[src/rtl/ps2_host_tx.sv]
// PS/2 host-to-device transmitter: open-drain byte send with odd parity, ACK check and timeout.
// Build option PS2_HOST_TX_FILTER_EN adds an 8-sample stability filter on the synced clock.
module ps2_host_tx #(
    parameter int unsigned INHIBIT_CYCLES = 4000,
    parameter int unsigned TIMEOUT_CYCLES = 600000,
    parameter int unsigned SYNC_STAGES    = 2
) (
    input  logic       clk_core,
    input  logic       reset_n,
    input  logic [7:0] tx_data,
    input  logic       tx_valid,
    output logic       tx_ready,
    input  logic       ps2_clk_in,
    input  logic       ps2_data_in,
    output logic       ps2_clk_oe,
    output logic       ps2_data_oe,
    output logic       done,
    output logic       ack_ok,
    output logic       err
);
    localparam int unsigned MAX_CYCLES = (INHIBIT_CYCLES > TIMEOUT_CYCLES) ? INHIBIT_CYCLES
                                                                           : TIMEOUT_CYCLES;
    localparam int unsigned CNT_W = $clog2(MAX_CYCLES + 1);
    localparam logic [CNT_W-1:0] INHIBIT_LAST = CNT_W'(INHIBIT_CYCLES - 1);
    localparam logic [CNT_W-1:0] TIMEOUT_LAST = CNT_W'(TIMEOUT_CYCLES - 1);

    typedef enum logic [2:0] {IDLE, INHIBIT, REQ, SHIFT, ACK, WAIT_REL} state_t;

    state_t                 state;
    logic [SYNC_STAGES-1:0] clk_sync;
    logic [SYNC_STAGES-1:0] data_sync;
    logic                   clk_s;
    logic                   data_s;
    logic                   clk_prev;
    logic                   fall;
    logic                   timed_out;
    logic [CNT_W-1:0]       cnt;
    logic [8:0]             frame;
    logic [3:0]             idx;

    // Idle bus is high, so synchronizers come out of reset high to avoid a phantom fall.
    always_ff @(posedge clk_core or negedge reset_n) begin
        if (!reset_n) begin
            clk_sync  <= '1;
            data_sync <= '1;
        end else begin
            clk_sync  <= {clk_sync[SYNC_STAGES-2:0], ps2_clk_in};
            data_sync <= {data_sync[SYNC_STAGES-2:0], ps2_data_in};
        end
    end

    assign data_s = data_sync[SYNC_STAGES-1];

`ifdef PS2_HOST_TX_FILTER_EN
    logic       clk_filt;
    logic [2:0] filt_cnt;

    // Filtered clock follows the synced clock only after 8 consecutive differing samples.
    always_ff @(posedge clk_core or negedge reset_n) begin
        if (!reset_n) begin
            clk_filt <= 1'b1;
            filt_cnt <= 3'd0;
        end else if (clk_sync[SYNC_STAGES-1] == clk_filt) begin
            filt_cnt <= 3'd0;
        end else if (filt_cnt == 3'd7) begin
            clk_filt <= clk_sync[SYNC_STAGES-1];
            filt_cnt <= 3'd0;
        end else begin
            filt_cnt <= filt_cnt + 3'd1;
        end
    end

    assign clk_s = clk_filt;
`else
    assign clk_s = clk_sync[SYNC_STAGES-1];
`endif

    always_ff @(posedge clk_core or negedge reset_n) begin
        if (!reset_n) clk_prev <= 1'b1;
        else          clk_prev <= clk_s;
    end

    assign fall      = clk_prev & ~clk_s;
    assign timed_out = (cnt == TIMEOUT_LAST);

    always_ff @(posedge clk_core or negedge reset_n) begin
        if (!reset_n) begin
            state       <= IDLE;
            tx_ready    <= 1'b1;
            ps2_clk_oe  <= 1'b0;
            ps2_data_oe <= 1'b0;
            done        <= 1'b0;
            ack_ok      <= 1'b0;
            err         <= 1'b0;
            cnt         <= '0;
            frame       <= 9'd0;
            idx         <= 4'd0;
        end else begin
            done <= 1'b0;
            unique case (state)
                IDLE: begin
                    if (tx_valid && tx_ready) begin
                        frame      <= {~^tx_data, tx_data};
                        ack_ok     <= 1'b0;
                        err        <= 1'b0;
                        cnt        <= '0;
                        ps2_clk_oe <= 1'b1;
                        tx_ready   <= 1'b0;
                        state      <= INHIBIT;
                    end
                end
                INHIBIT: begin
                    if (cnt == INHIBIT_LAST) begin
                        ps2_data_oe <= 1'b1;
                        cnt         <= '0;
                        state       <= REQ;
                    end else begin
                        cnt <= cnt + CNT_W'(1);
                    end
                end
                REQ: begin
                    ps2_clk_oe <= 1'b0;
                    idx        <= 4'd0;
                    cnt        <= '0;
                    state      <= SHIFT;
                end
                SHIFT: begin
                    if (fall) begin
                        cnt <= '0;
                        if (idx == 4'd9) begin
                            ps2_data_oe <= 1'b0;
                            state       <= ACK;
                        end else begin
                            ps2_data_oe <= ~frame[0];
                            frame       <= {1'b0, frame[8:1]};
                            idx         <= idx + 4'd1;
                        end
                    end else if (timed_out) begin
                        ps2_data_oe <= 1'b0;
                        err         <= 1'b1;
                        ack_ok      <= 1'b0;
                        done        <= 1'b1;
                        tx_ready    <= 1'b1;
                        state       <= IDLE;
                    end else begin
                        cnt <= cnt + CNT_W'(1);
                    end
                end
                ACK: begin
                    if (fall) begin
                        ack_ok <= ~data_s;
                        err    <= data_s;
                        cnt    <= '0;
                        state  <= WAIT_REL;
                    end else if (timed_out) begin
                        err      <= 1'b1;
                        ack_ok   <= 1'b0;
                        done     <= 1'b1;
                        tx_ready <= 1'b1;
                        state    <= IDLE;
                    end else begin
                        cnt <= cnt + CNT_W'(1);
                    end
                end
                WAIT_REL: begin
                    if (clk_s && data_s) begin
                        done     <= 1'b1;
                        tx_ready <= 1'b1;
                        state    <= IDLE;
                    end else if (timed_out) begin
                        err      <= 1'b1;
                        ack_ok   <= 1'b0;
                        done     <= 1'b1;
                        tx_ready <= 1'b1;
                        state    <= IDLE;
                    end else begin
                        cnt <= cnt + CNT_W'(1);
                    end
                end
                default: begin
                    ps2_clk_oe  <= 1'b0;
                    ps2_data_oe <= 1'b0;
                    tx_ready    <= 1'b1;
                    state       <= IDLE;
                end
            endcase
        end
    end
endmodule

[config.mk]
export PLATFORM = sky130hd
export DESIGN_NAME = ps2_host_tx
export DESIGN_NICKNAME = d
export VERILOG_FILES = /design/src/rtl/ps2_host_tx.sv
export SDC_FILE = /design/constraint.sdc
export NUM_CORES = 1
export LEC_CHECK = 0
export ABC_CLOCK_PERIOD_IN_PS = 2450
export CAP_MARGIN = 0
export CORE_MARGIN = 2
export CORE_UTILIZATION = 38
export DETAILED_ROUTE_END_ITERATION = 7
export SETUP_SLACK_MARGIN = 0.15
export SLEW_MARGIN = 20
export SYNTH_ARGS = -nofsm -noshare
export SYNTH_HDL_FRONTEND = slang
export SYNTH_SLANG_ARGS = --single-unit
[constraint.sdc]
create_clock -name clk_core -period 2.45 [get_ports clk_core]
set_clock_uncertainty 0.1 [all_clocks]
set_input_delay 0.3675 -clock clk_core [delete_from_list [all_inputs] [get_ports clk_core]]
set_output_delay 0.3675 -clock clk_core [all_outputs]
set_load 0.1 [all_outputs]
* After elaboration in Yosys (flattened, before gate mapping)
Cells that the tools add are included.
Storage, ports and cells: register bits 47, input bits 13, output and inout port bits 6, word-level logic and storage cells 106
Cells by class: add/subtract/negate cells 2, equal/unequal tests 17, muxes and demuxes 47, bitwise gates (word level) 7, reduce and logical (&&, ||, !) cells 20
Operators by type and width (number):
- 2-to-1 mux 20 bit | 5
- one-hot mux 20 bit (5 select lines) | 1
- 2-to-1 mux 9 bit | 3
- 2-to-1 mux 3 bit | 7
- adder 20 x 1 -> 20 bit, second input constant | 1
- equality test 20 x 12 -> 1 bit, second input constant | 1
- equality test 20 bit, second input constant | 1
- 2-to-1 mux 1 bit | 20
- one-hot mux 3 bit (6 select lines) | 1
- one-hot mux 9 bit (2 select lines) | 1
- AND reduction 3 bit | 5
- inequality test 2 bit, second input constant | 7
- one-hot mux 1 bit (4 select lines) | 3
- 2-to-1 mux 4 bit | 2
- one-hot mux 4 bit (2 select lines) | 1
- AND reduction 4 bit | 2
- OR reduction 4 bit | 2
- XNOR reduction 8 bit | 1
- equality test 3 x 2 -> 1 bit, second input constant | 2
- equality test 3 bit, second input constant | 2
- inequality test 3 bit, second input constant | 2
- inverter 1 bit | 6
- nonzero test 5 bit | 1
- adder 4 x 1 -> 4 bit, second input constant | 1
- 11 further kinds | 15

* Logic depth before layout (Yosys ltp)
word-level depth 4, depth in mapped cells 9, gate-level depth less buffers 8

* Least setup slack after synthesis
No wires, ideal clock.
kind register to register, start register cnt[5], end register cnt[18], library setup time 126 ps, arrival time 2186 ps, data required time 2224 ps, path slack 38 ps, cell stages (with the launch flop) 8, path buffers 1, period minus slack after synthesis 2412 ps, path through dfrtp_1 -> or4_1 -> or3_1 -> o21a_1 -> a31o_1 -> buf_6 -> and3_1 -> a221o_1
Between the ends: longest elaborated chain between the ends 4, elaborated cells on any way between the ends 8, those cells by class add/sub (1); eq/ne (2); mux (5)
RTL lines:
- start: declaration | RTL line 37 | logic [CNT_W-1:0] cnt;
- start signal: assignment | RTL line 118 | cnt <= cnt + CNT_W'(1);
- start signal: assignment | RTL line 146 | cnt <= cnt + CNT_W'(1);
- start signal: assignment | RTL line 162 | cnt <= cnt + CNT_W'(1);
- adder 20 x 1 -> 20 bit or equality test 20 bit (tied branches)
- 2-to-1 mux 20 bit | RTL line 138, 155, 170
- 2-to-1 mux 20 bit (on tied branches) | RTL line 166, 128
- one-hot mux 20 bit (5 select lines) (*) | RTL line 100 | unique case (state)
Every way passes the cells marked *; elsewhere a longest branch is shown, timed or not. The select of a mux whose other input is x is not followed. A chain may end at the register's enable or synchronous reset.

* Worst setup path in the final report
start register cnt[19], end register cnt[5]
Between the ends: longest elaborated chain between the ends 4, elaborated cells on any way between the ends 7, those cells by class eq/ne (2); mux (5)
RTL lines:
- equality test 20 bit | RTL line 84 | assign timed_out = (cnt == TIMEOUT_LAST);
- 2-to-1 mux 20 bit
- 2-to-1 mux 20 bit (on tied branches)
- one-hot mux 20 bit (5 select lines) (*) | RTL line 100
Marks and branches as above.

==> metrics.csv <==
stage;metric;value;unit
floorplan;die-area;7670;um^2
timing;maxSlewViolCount;0;
floorplan;start_util;39.1;%
timing;period_share;99.0;%
logic_synthesis;syn_inst;294;
logic_synthesis;syn_area;2650;um^2
cts;cts_max_level;2;
global_routing;grt_overflow;0;
cts;clk_pin_slew;0.10;ns
place;placed_cell_area;3170;um^2
timing;hold_slack;0.264;ns
global_routing;grt_pass1_vias;2264;
cts;clkSinkCount;47;
logic_synthesis;synth_nets;310;
cts;clockRootBuffer;clkbuf_8;
detailed_routing;ant_nets;0;
logic_synthesis;synth_enable_flop_cells;0;
cts;cts.path.max_buffers;2;
place;port_buffers;18;
setup_path;cp-end-kind;flop;
logic_synthesis;ys_ff_latch;47;
place;gp_congestion;0.972;
floorplan;core;6790;um^2
detailed_routing;drc_errors;0;
detailed_routing;dr.first_iter.drc_count;249;
setup_path;required;2.55;ns
detailed_routing;wl_per_cell;15.5;um
hold_path;hp-class;flop to flop;
power_and_ir_drop;power;3730;uW
timing;fmax;0.412;GHz
setup_path;crit_fanout;5;
cts;cts_tree;done;
power_and_ir_drop;ir_drop;0.516;mV
floorplan;dieHeight;87.6;um
floorplan;die_w;87.6;um
detailed_routing;via_per_inst;5.68;
final_layout;areaGrowthSynthToFinish;30.3;%
place;hpwl;4750;um
setup_path;crit_path_start_kind;flop;
cts;clk_latency;0.31;ns
global_routing;antenna_found_initial;0;
place;place_ws;-0.0224;ns
setup_path;arrival;2.52;ns
global_routing;grt_max_degree;27;
power_and_ir_drop;p_leak;0.00153;uW
floorplan;rows;30;
floorplan;io_pins;19;
timing;fin_ws;0.0237;ns
logic_synthesis;ys_warn_count;0;
job;max-cap-violations;0;
logic_synthesis;synthFlopType;dfrtp_1;
logic_synthesis;synth_area_per_cell;9.03;um^2
timing;rsz0062_at_grt;yes;
global_routing;grtUsageTotal;18.6;%
detailed_routing;drt-total-wl;6950;um
final_layout;nets;368;
power_and_ir_drop;power_density;1080;nW/um^2
timing;relSlewSlack;61.9;%
detailed_routing;vias;2552;
timing;hold_violations;0;
status;status;finished clean;
logic_synthesis;async_flop_share;100;%
detailed_routing;drt-pass1-iter-count;5;
final_layout;fin_util;50.9;%
final_layout;diodes;0;
logic_synthesis;synth_cell_types;50;
timing;post-route-min-period;2.43;ns
final_layout;drive_gt1_share;25.5;%
global_routing;grt_pass1_wl;11300;um
timing;setup_viol;0;
logic_synthesis;ys_seq_area_share;44.6;%
timing;worstMarginPinSlew;0.571;ns
setup_path;path_class;flop to flop;
cts;numCtsBuffers;5;
final_layout;fin_area;3460;um^2
## worst max-delay path: stages, from the launching register on
cell and delay [ns]:
dfrtp_1 0.39, or4_1 0.54, or3_4 0.35, o21a_4 0.25, a31o_4 0.24, buf_4 0.14, buf_6 0.11, a22o_1 0.19
## per-layer routing
metal  share of wire, %  up-vias  track usage (%)
met5                  0        -                0
met4               0.86        0             4.34
met3                5.4        8             3.11
met2                 46       89             27.5
met1                 48     1229             28.4
li1                   -     1226                -
## cell families after synthesis
group                      after synthesis  synth area share [%]
adders and majority gates                3                  1.41
AOI/OAI and AO/OA                      100                  23.8
xor gates and xnor gates                 9                  2.97
buffers and inverters                   21                  3.35
DFF                                     47                  44.6
and+or+nand+nor                        103                  19.7
muxes                                   11                  4.20
## area by class of cell
class / instances / area [um^2]
timing repair buffer: 64 / 536
fill: 633 / 3340
inverter: 7 / 26.3
clock inverter: 3 / 28.8
clock buffer: 5 / 68.8
multi-input combinational: 227 / 1490
tap: 96 / 120
sequential: 47 / 1180
## registers in the layout (all words and copies together) (netlist names)
register,cells
idx,4
state,3
tx_ready,1
err,1
done,1
clk_sync,2
cnt,20
ps2_clk_oe,1
clk_prev,1
ack_ok,1
data_sync,2
ps2_data_oe,1
frame,9
## layout by cell type (no fill, tap or decap), drive strengths merged, types with 10 or more instances in the layout
master	count
nand2	30
a21oi	20
dfrtp	41
nand3	13
buf	52
nor2	14
inv	10
clkdlybuf4s50	11
o21ai	41
mux2i	10
## report_power, final
part / leakage (uW) / total, uW / switching (uW) / internal (uW)
registers: 0.000611 / 1070 / 131 / 943
clock network: 0.0000511 / 529 / 313 / 216
logic: 0.000868 / 2130 / 1220 / 904
## path summary, 6_finish.rpt
check | from | endpoint | slack, ns | cells after the start
max in group asynchronous | reset_n | clk_prev | 1.17 | 3
min in group asynchronous | reset_n | idx[3] | 0.47 | 2
min reg2reg | data_sync[0] | data_sync[1] | 0.26 | 0
max | cnt[19] | cnt[5] | 0.02 | 7
max reg2reg | cnt[19] | cnt[5] | 0.02 | 7
min | data_sync[0] | data_sync[1] | 0.26 | 0
## timing repair
action / 4_1_cts / 5_1_grt
hold endpoints to repair: 21 / 0
setup buffers: 2 / 5
setup endpoints to repair: 17 / 22
pin swaps: 0 / 13
hold buffers: 1 / 0
cloned: 1 / 0
gates resized for setup: 8 / 22
## Yosys cell counts, types with 6 or more instances
cell,instances,area (um^2)
a21oi_1,20,100
a32o_1,9,90.1
and3_1,8,50.1
clkbuf_1,10,37.5
dfrtp_1,41,1030
dfstp_2,6,158
inv_1,7,26.3
mux2i_1,10,100
nand2_1,30,113
nand3_1,13,65.1
nand4_1,7,43.8
nor2_1,14,52.6
o21ai_0,40,200
o22ai_1,6,37.5
xnor2_1,7,61.3
## through the flow
step                        TNS, ns  instances
final                             0        449
after global routing        -0.0398        449
after CTS                         0        444
after detailed placement    -0.0224        432
after global placement    -0.000855        432
after floorplan                   0        294
(Power assumes the default switching activity.)
